<file path="src/rtl/ad936x_rx_deframer.sv">
// ad936x_rx_deframer
//   Reassembles AD936x DDR LVDS receive words into I/Q sample sets and
//   tracks frame alignment with a SEARCH / CHECK / LOCKED state machine.
//
// Ports
//   data_clk              sole clock, one DDR-captured word per enabled cycle
//   rst                   asynchronous, active-high reset
//   rx_en                 word valid / clock enable; all state holds when low
//   rx_data_h, rx_data_l  rising / falling edge captures (word MSBs / LSBs)
//   rx_frame_h/l          frame bit captured on rising / falling edge
//   mode_2r2t             0 = 1R1T (I1,Q1), 1 = 2R2T (I1,Q1,I2,Q2)
//   err_clr               synchronous clear of err_cnt
//   adc_valid             one-cycle pulse per completed good sample set
//   adc_data_i1..q2       assembled samples, held between pulses
//   rx_status             high while LOCKED
//   err_cnt               saturating count of bad frames seen while LOCKED
module ad936x_rx_deframer #(
   parameter int unsigned HALF_W     = 6,
   parameter int unsigned LOCK_CNT   = 4,
   parameter int unsigned UNLOCK_ERR = 2,
   parameter int unsigned ERR_W      = 16
) (
   input  logic                  data_clk,
   input  logic                  rst,
   input  logic                  rx_en,
   input  logic [HALF_W-1:0]     rx_data_h,
   input  logic [HALF_W-1:0]     rx_data_l,
   input  logic                  rx_frame_h,
   input  logic                  rx_frame_l,
   input  logic                  mode_2r2t,
   input  logic                  err_clr,
   output logic                  adc_valid,
   output logic [2*HALF_W-1:0]   adc_data_i1,
   output logic [2*HALF_W-1:0]   adc_data_q1,
   output logic [2*HALF_W-1:0]   adc_data_i2,
   output logic [2*HALF_W-1:0]   adc_data_q2,
   output logic                  rx_status,
   output logic [ERR_W-1:0]      err_cnt
);

   localparam int unsigned SW  = 2 * HALF_W;
   localparam int unsigned CW  = 4;

   typedef enum logic [1:0] {
      SEARCH = 2'd0,
      CHECK  = 2'd1,
      LOCKED = 2'd2
   } state_t;

   state_t          state;
   logic [1:0]      pos;
   logic [CW-1:0]   good_cnt;
   logic [CW-1:0]   bad_cnt;
   logic            prev_f;
   logic            frame_bad;
   logic            mode_r;
   logic [SW-1:0]   w0, w1, w2;

   logic [SW-1:0]   word;
   logic            f;
   logic            word_bad;
   logic            exp_f;
   logic            at_last;
   logic            frame_bad_nxt;
   logic            mode_chg;

   // Per-word decode: frame bit expectation and badness of the current slot
   always_comb begin
      word          = {rx_data_h, rx_data_l};
      f             = rx_frame_h;
      word_bad      = rx_frame_h ^ rx_frame_l;
      exp_f         = mode_r ? (pos < 2'd2) : (pos == 2'd0);
      at_last       = mode_r ? (pos == 2'd3) : (pos == 2'd1);
      frame_bad_nxt = frame_bad | word_bad | (f != exp_f);
      mode_chg      = mode_2r2t != mode_r;
   end

   // Alignment FSM, sample assembly and error counting
   always_ff @(posedge data_clk or posedge rst) begin
      if (rst) begin
         state       <= SEARCH;
         pos         <= 2'd0;
         good_cnt    <= '0;
         bad_cnt     <= '0;
         prev_f      <= 1'b0;
         frame_bad   <= 1'b0;
         mode_r      <= 1'b0;
         w0          <= '0;
         w1          <= '0;
         w2          <= '0;
         adc_valid   <= 1'b0;
         adc_data_i1 <= '0;
         adc_data_q1 <= '0;
         adc_data_i2 <= '0;
         adc_data_q2 <= '0;
         rx_status   <= 1'b0;
         err_cnt     <= '0;
      end else begin
         adc_valid <= 1'b0;
         if (rx_en) begin
            prev_f <= f;
            if (mode_chg) begin
               // New frame period: drop the partial frame and realign
               mode_r    <= mode_2r2t;
               state     <= SEARCH;
               pos       <= 2'd0;
               frame_bad <= 1'b0;
               good_cnt  <= '0;
               bad_cnt   <= '0;
               rx_status <= 1'b0;
            end else begin
               case (state)
                  SEARCH: begin
                     // Rising edge of the frame bit marks slot 0
                     if (f && !prev_f) begin
                        state     <= CHECK;
                        pos       <= 2'd1;
                        frame_bad <= word_bad;
                        w0        <= word;
                        good_cnt  <= '0;
                     end
                  end
                  CHECK, LOCKED: begin
                     if (!at_last) begin
                        pos       <= pos + 2'd1;
                        frame_bad <= frame_bad_nxt;
                        case (pos)
                           2'd0:    w0 <= word;
                           2'd1:    w1 <= word;
                           default: w2 <= word;
                        endcase
                     end else begin
                        pos       <= 2'd0;
                        frame_bad <= 1'b0;
                        if (state == CHECK) begin
                           if (frame_bad_nxt) begin
                              state <= SEARCH;
                           end else if (good_cnt + 4'd1 == CW'(LOCK_CNT)) begin
                              // Lock-completing frame produces no pulse
                              state     <= LOCKED;
                              rx_status <= 1'b1;
                              bad_cnt   <= '0;
                           end else begin
                              good_cnt <= good_cnt + 4'd1;
                           end
                        end else if (!frame_bad_nxt) begin
                           adc_valid   <= 1'b1;
                           bad_cnt     <= '0;
                           adc_data_i1 <= w0;
                           if (mode_r) begin
                              adc_data_q1 <= w1;
                              adc_data_i2 <= w2;
                              adc_data_q2 <= word;
                           end else begin
                              adc_data_q1 <= word;
                              adc_data_i2 <= '0;
                              adc_data_q2 <= '0;
                           end
                        end else begin
                           if (err_cnt != '1)
                              err_cnt <= err_cnt + ERR_W'(1);
                           if (bad_cnt + 4'd1 == CW'(UNLOCK_ERR)) begin
                              state     <= SEARCH;
                              rx_status <= 1'b0;
                           end else begin
                              bad_cnt <= bad_cnt + 4'd1;
                           end
                        end
                     end
                  end
                  default: state <= SEARCH;
               endcase
            end
         end
         // Clear takes priority over a same-cycle increment
         if (err_clr)
            err_cnt <= '0;
      end
   end

endmodule

</file>
<file path="config.mk">
export PLATFORM = sky130hd
export DESIGN_NAME = ad936x_rx_deframer
export DESIGN_NICKNAME = d
export VERILOG_FILES = /design/src/rtl/ad936x_rx_deframer.sv
export SDC_FILE = /design/constraint.sdc
export NUM_CORES = 1
export LEC_CHECK = 0
export CORE_ASPECT_RATIO = 1.75
export CORE_MARGIN = 5
export CORE_UTILIZATION = 30
export DETAILED_ROUTE_END_ITERATION = 8
export DONT_BUFFER_PORTS = 1
export GPL_ROUTABILITY_DRIVEN = 0
export MAX_ROUTING_LAYER = met4
export PLACE_DENSITY = 0.42
export SYNTH_ARGS = -nofsm -noshare
export SYNTH_HDL_FRONTEND = slang
export SYNTH_SLANG_ARGS = --single-unit
</file>
<file path="constraint.sdc">
create_clock -name data_clk -period 3.5 [get_ports data_clk]
set_input_delay 0.35 -clock data_clk [delete_from_list [all_inputs] [get_ports data_clk]]
set_output_delay 0.35 -clock data_clk [all_outputs]
set_load 0.05 [all_outputs]
</file>
==> impl_summary.log <==
[metrics] status: complete, but fails checks
[metrics] violations in the final reports: negative hold slack
[metrics] count of hold-fix buffers inserted at cts: 1
[metrics] full die area: around 21000 um2
[metrics] critical path launch point type: flop
[metrics] arrival time worst endpoint: approximately 3.1 ns
[metrics] Final Power: about 4.2 mW
[metrics] unrepaired setup endpoints after global routing: no
[metrics] area fraction in compound gates after synthesis: 0.08600
[metrics] y dimension of the die: between 150 and 200 um
[metrics] post-detail-place hpwl: slightly below 10000 um
[metrics] main combinational cell family by area after synthesis: simple AND/OR/NAND/NOR gates
[metrics] power density over the cells: ~670 nW/um2
[metrics] count of H-tree levels built during CTS: 4
[metrics] leading cell types by total area after synthesis: dfrtp_1, mux2_2, nand2_1
[metrics] IO Count: 85
[metrics] worst min-delay path class: input port to asynchronous set/reset pin
[metrics] data required time at the worst endpoint: between 3 and 4 ns
[metrics] number of synthesized flops with an enable pin: 0
[metrics] Mapped Avg Cell Area: ~11 um2
[metrics] minimum setup slack after placement: roughly 0.62 ns
[metrics] initial antenna violation count: 0
[metrics] maximum operating frequency: 351.0 MHz
[metrics] Die Width: 112.5 um
[metrics] setup slack after layout: 0.6508 ns
[metrics] Post-Syn Nets: 539
[metrics] number of buffers added for setup after CTS: 0
[metrics] clock tree root buffer cell: clkbuf_16
[metrics] residual antenna-violating net count after detailed routing: 0
[metrics] share of the yosys chip area belonging to registers: 0.5310
[metrics] number of sinks on the clock net: roughly 120
[metrics] Slew Limit Headroom: 0.4596
[metrics] Resize count post-CTS: 0
[metrics] classification of the worst setup path: flop to flop
[metrics] Final Hold Vio Count: 59
[metrics] multiplexer area fraction after synthesis: 0.1425
[metrics] number of unique standard cell types used by synthesis: 57
[metrics] first-pass GRT wire length: 22940 um
[metrics] flops & latches, synth: between 100 and 150
[metrics] signed area change from the synthesized netlist to the final layout: 15.09%
[metrics] Bufs on Longest Clock Path: 2
[metrics] # rows: 65
[metrics] GR Overflow Total: 0
[metrics] TritonRoute pass-1 iters: 4
[metrics] leakage component of the power: between 2 and 3 nW
[metrics] top cell type's share of synthesized area: 0.5310
[metrics] min Tclk post-route: 2.849 ns
[metrics] vias in the first global route: ~4100
[metrics] Clock Skews: 0.006618 ns
[metrics] global-route usage over all layers: 0.1412
[metrics] NumNets Final: 545
[metrics] TritonCTS clock tree: built
[metrics] Adder-Cell Fraction of Synth Area: 0.02950
[metrics] mean routed wirelength per cell: between 15 and 20 um
[metrics] Initial DRC Count: ~140
[metrics] remaining design rule violation count: 0
[metrics] maximum number of pins on one net before global-route repair: 64
[metrics] number of diodes added for antenna fixing: 0
[metrics] register clock-pin slew on the reported worst setup and hold paths: ~0.060 ns
[metrics] number of warning messages in the yosys log: 0
[metrics] total number of vias: between 3000 and 4000
[metrics] Final Max Slew Viols: 0
[metrics] post-detailed-route via-to-cell ratio: 4.916
[metrics] Simple-Gate Fraction of Synth Area: 0.1570
[metrics] largest fanout of any net on the critical path: 34
[metrics] type of element capturing the critical path: flop
[metrics] worst hold slack across all endpoints: -0.04463 ns
[metrics] number of max-cap violations: 0
[metrics] share of the cycle needed by the critical path after routing: 0.8141
[metrics] Initial Utilization: 0.3054
[metrics] final sum of negative setup slack: 0 ns
[metrics] synthesized netlist cell count: 507
[metrics] transition at the pin with the smallest max-transition slack: roughly 0.8 ns
[metrics] Top FF cell, synth: dfrtp_1
[metrics] xor-xnor portion of the synthesized cell area: 0.02224
[metrics] clock buffers created by TritonCTS: 17
[metrics] fraction of final layout cells with drive strength greater than 1: 0.2110
[metrics] core area: 18050 um2
[metrics] Filler Cells Inserted: ~1900
[metrics] leading area contributor after synthesis: dfrtp_1
[metrics] number of instances in the placed design: a little over 700
[metrics] final number of setup-violating endpoints: 0
[metrics] maximum resistive drop on vdd: 0.4778 mV
[metrics] clock insertion delay at the later pin of the skew report: 0.41 ns
[metrics] Post-Syn Area: ~5500 um2
[metrics] share of async-settable or async-resettable flops after synthesis: 1.000
[metrics] total wire length after detailed routing: between 10000 and 15000 um
[metrics] Cell Count, Final, Fillers Out: 760
[metrics] number of buffer cells added on primary ports: 0
## cell usage in the layout (no fill, tap or decap), drive strengths merged, types with 3 or more instances in the layout
master / n
buf: 11
nor3: 9
nand2: 88
dfrtp: 117
o21ai: 51
clkbuf: 18
clkinv: 9
and2: 3
nor4: 14
mux2: 52
nand2b: 6
nor2: 24
inv: 16
ha: 13
nand3: 15
mux2i: 17
or3: 3
a21oi: 8
xnor2: 12
## cells in the mapped netlist, drive strengths merged, types with 2 or more instances
| cell | n |
|---|---|
| buf | 10 |
| nand2 | 88 |
| dfrtp | 117 |
| or4 | 2 |
| and2 | 3 |
| a21oi | 8 |
| clkbuf | 15 |
| xor2 | 2 |
| a31o | 2 |
| nor2 | 24 |
| nand3b | 2 |
| nor4 | 14 |
| mux2i | 17 |
| nand2b | 6 |
| ha | 13 |
| nand4 | 2 |
| or3 | 3 |
| mux2 | 52 |
| or2 | 2 |
| xnor2 | 12 |
| nor4b | 2 |
| o21ai | 51 |
| nor3 | 9 |
| nand3 | 15 |
| o31ai | 2 |
| a22o | 2 |
| inv | 13 |
## through the flow
stage	hold slack, ns	area, um2	util
detailed placement	0.4201	5779	0.3201
CTS	0.0004984	6346	0.3515
global placement	0.4189	5779	0.3201
floorplan	0.4766	5514	-
finish	-0.04463	6346	0.3515
global route	0.03906	6346	0.3515
## critical path, cell delays in order, from the launching register on
cell	delay (ns)
dfrtp_1	0.41
inv_1	0.10
ha_1	0.20
nor2_1	0.11
or4_1	0.67
nand2_4	0.20
nand2_2	0.42
buf_4	0.41
nand2_1	0.09
o21ai_0	0.09
## power by group
part | leakage [nW] | internal [mW] | switching, mW
sequential | 1.58 | 1.60 | 0.350
combinational | 0.946 | 0.324 | 0.338
clock | 0.275 | 0.981 | 0.655
total | 2.80 | 2.90 | 1.34
## worst paths after layout
kind,from,to,slack [ns],cells past startpoint
max in group asynchronous,rst,w1[2],2.74,2
max,pos[0],adc_data_i2[4],0.65,9
min,rst,err_cnt[0],-0.04,1
min reg2reg,w0[9],adc_data_i1[9],0.50,1
max reg2reg,pos[0],adc_data_i2[4],0.65,9
min in group data_clk,rx_data_h[3],adc_data_q2[9],0.07,2
## cell families after synthesis
kind of cell | count (synthesis)
and+or+nand+nor | 176
muxes | 69
AOI/OAI and AO/OA | 80
buffers and inverters | 38
DFF | 117
xor gates and xnor gates | 14
adders and majority gates | 13
## area by class of cell
| class | count | area (um2) | share of cell area |
|---|---|---|---|
| tap | 234 | 292.8 | 0.04614 |
| inverter | 13 | 51.30 | 0.008084 |
| timing repair buffer | 12 | 105.1 | 0.01656 |
| sequential | 117 | 2929 | 0.4616 |
| clock inverter | 14 | 127.6 | 0.02011 |
| multi-input combinational | 352 | 2411 | 0.3799 |
| clock buffer | 18 | 429.2 | 0.06763 |
## layer usage
layer | wire, um | vias to the layer above | part of all wire | GRT usage
met5 | 0 | - | 0 | -
met4 | 354 | 0 | 0.026 | 0.06016
met3 | 617 | 21 | 0.045 | 0.03646
met2 | 7064 | 76 | 0.51 | 0.2274
met1 | 5713 | 1859 | 0.42 | 0.1672
li1 | - | 1780 | - | -
## state kept, by name, summed over array words and instances, names as in the netlist
register and flops:
rx_status 1, adc_data_i1 12, prev_f 1, adc_data_i2 12
adc_valid 1, pos 2, good_cnt 4, w1 12
state 2, mode_r 1, frame_bad 1, adc_data_q2 12
w0 12, w2 12, bad_cnt 4, err_cnt 16
adc_data_q1 12
(Power assumes the default switching activity.)
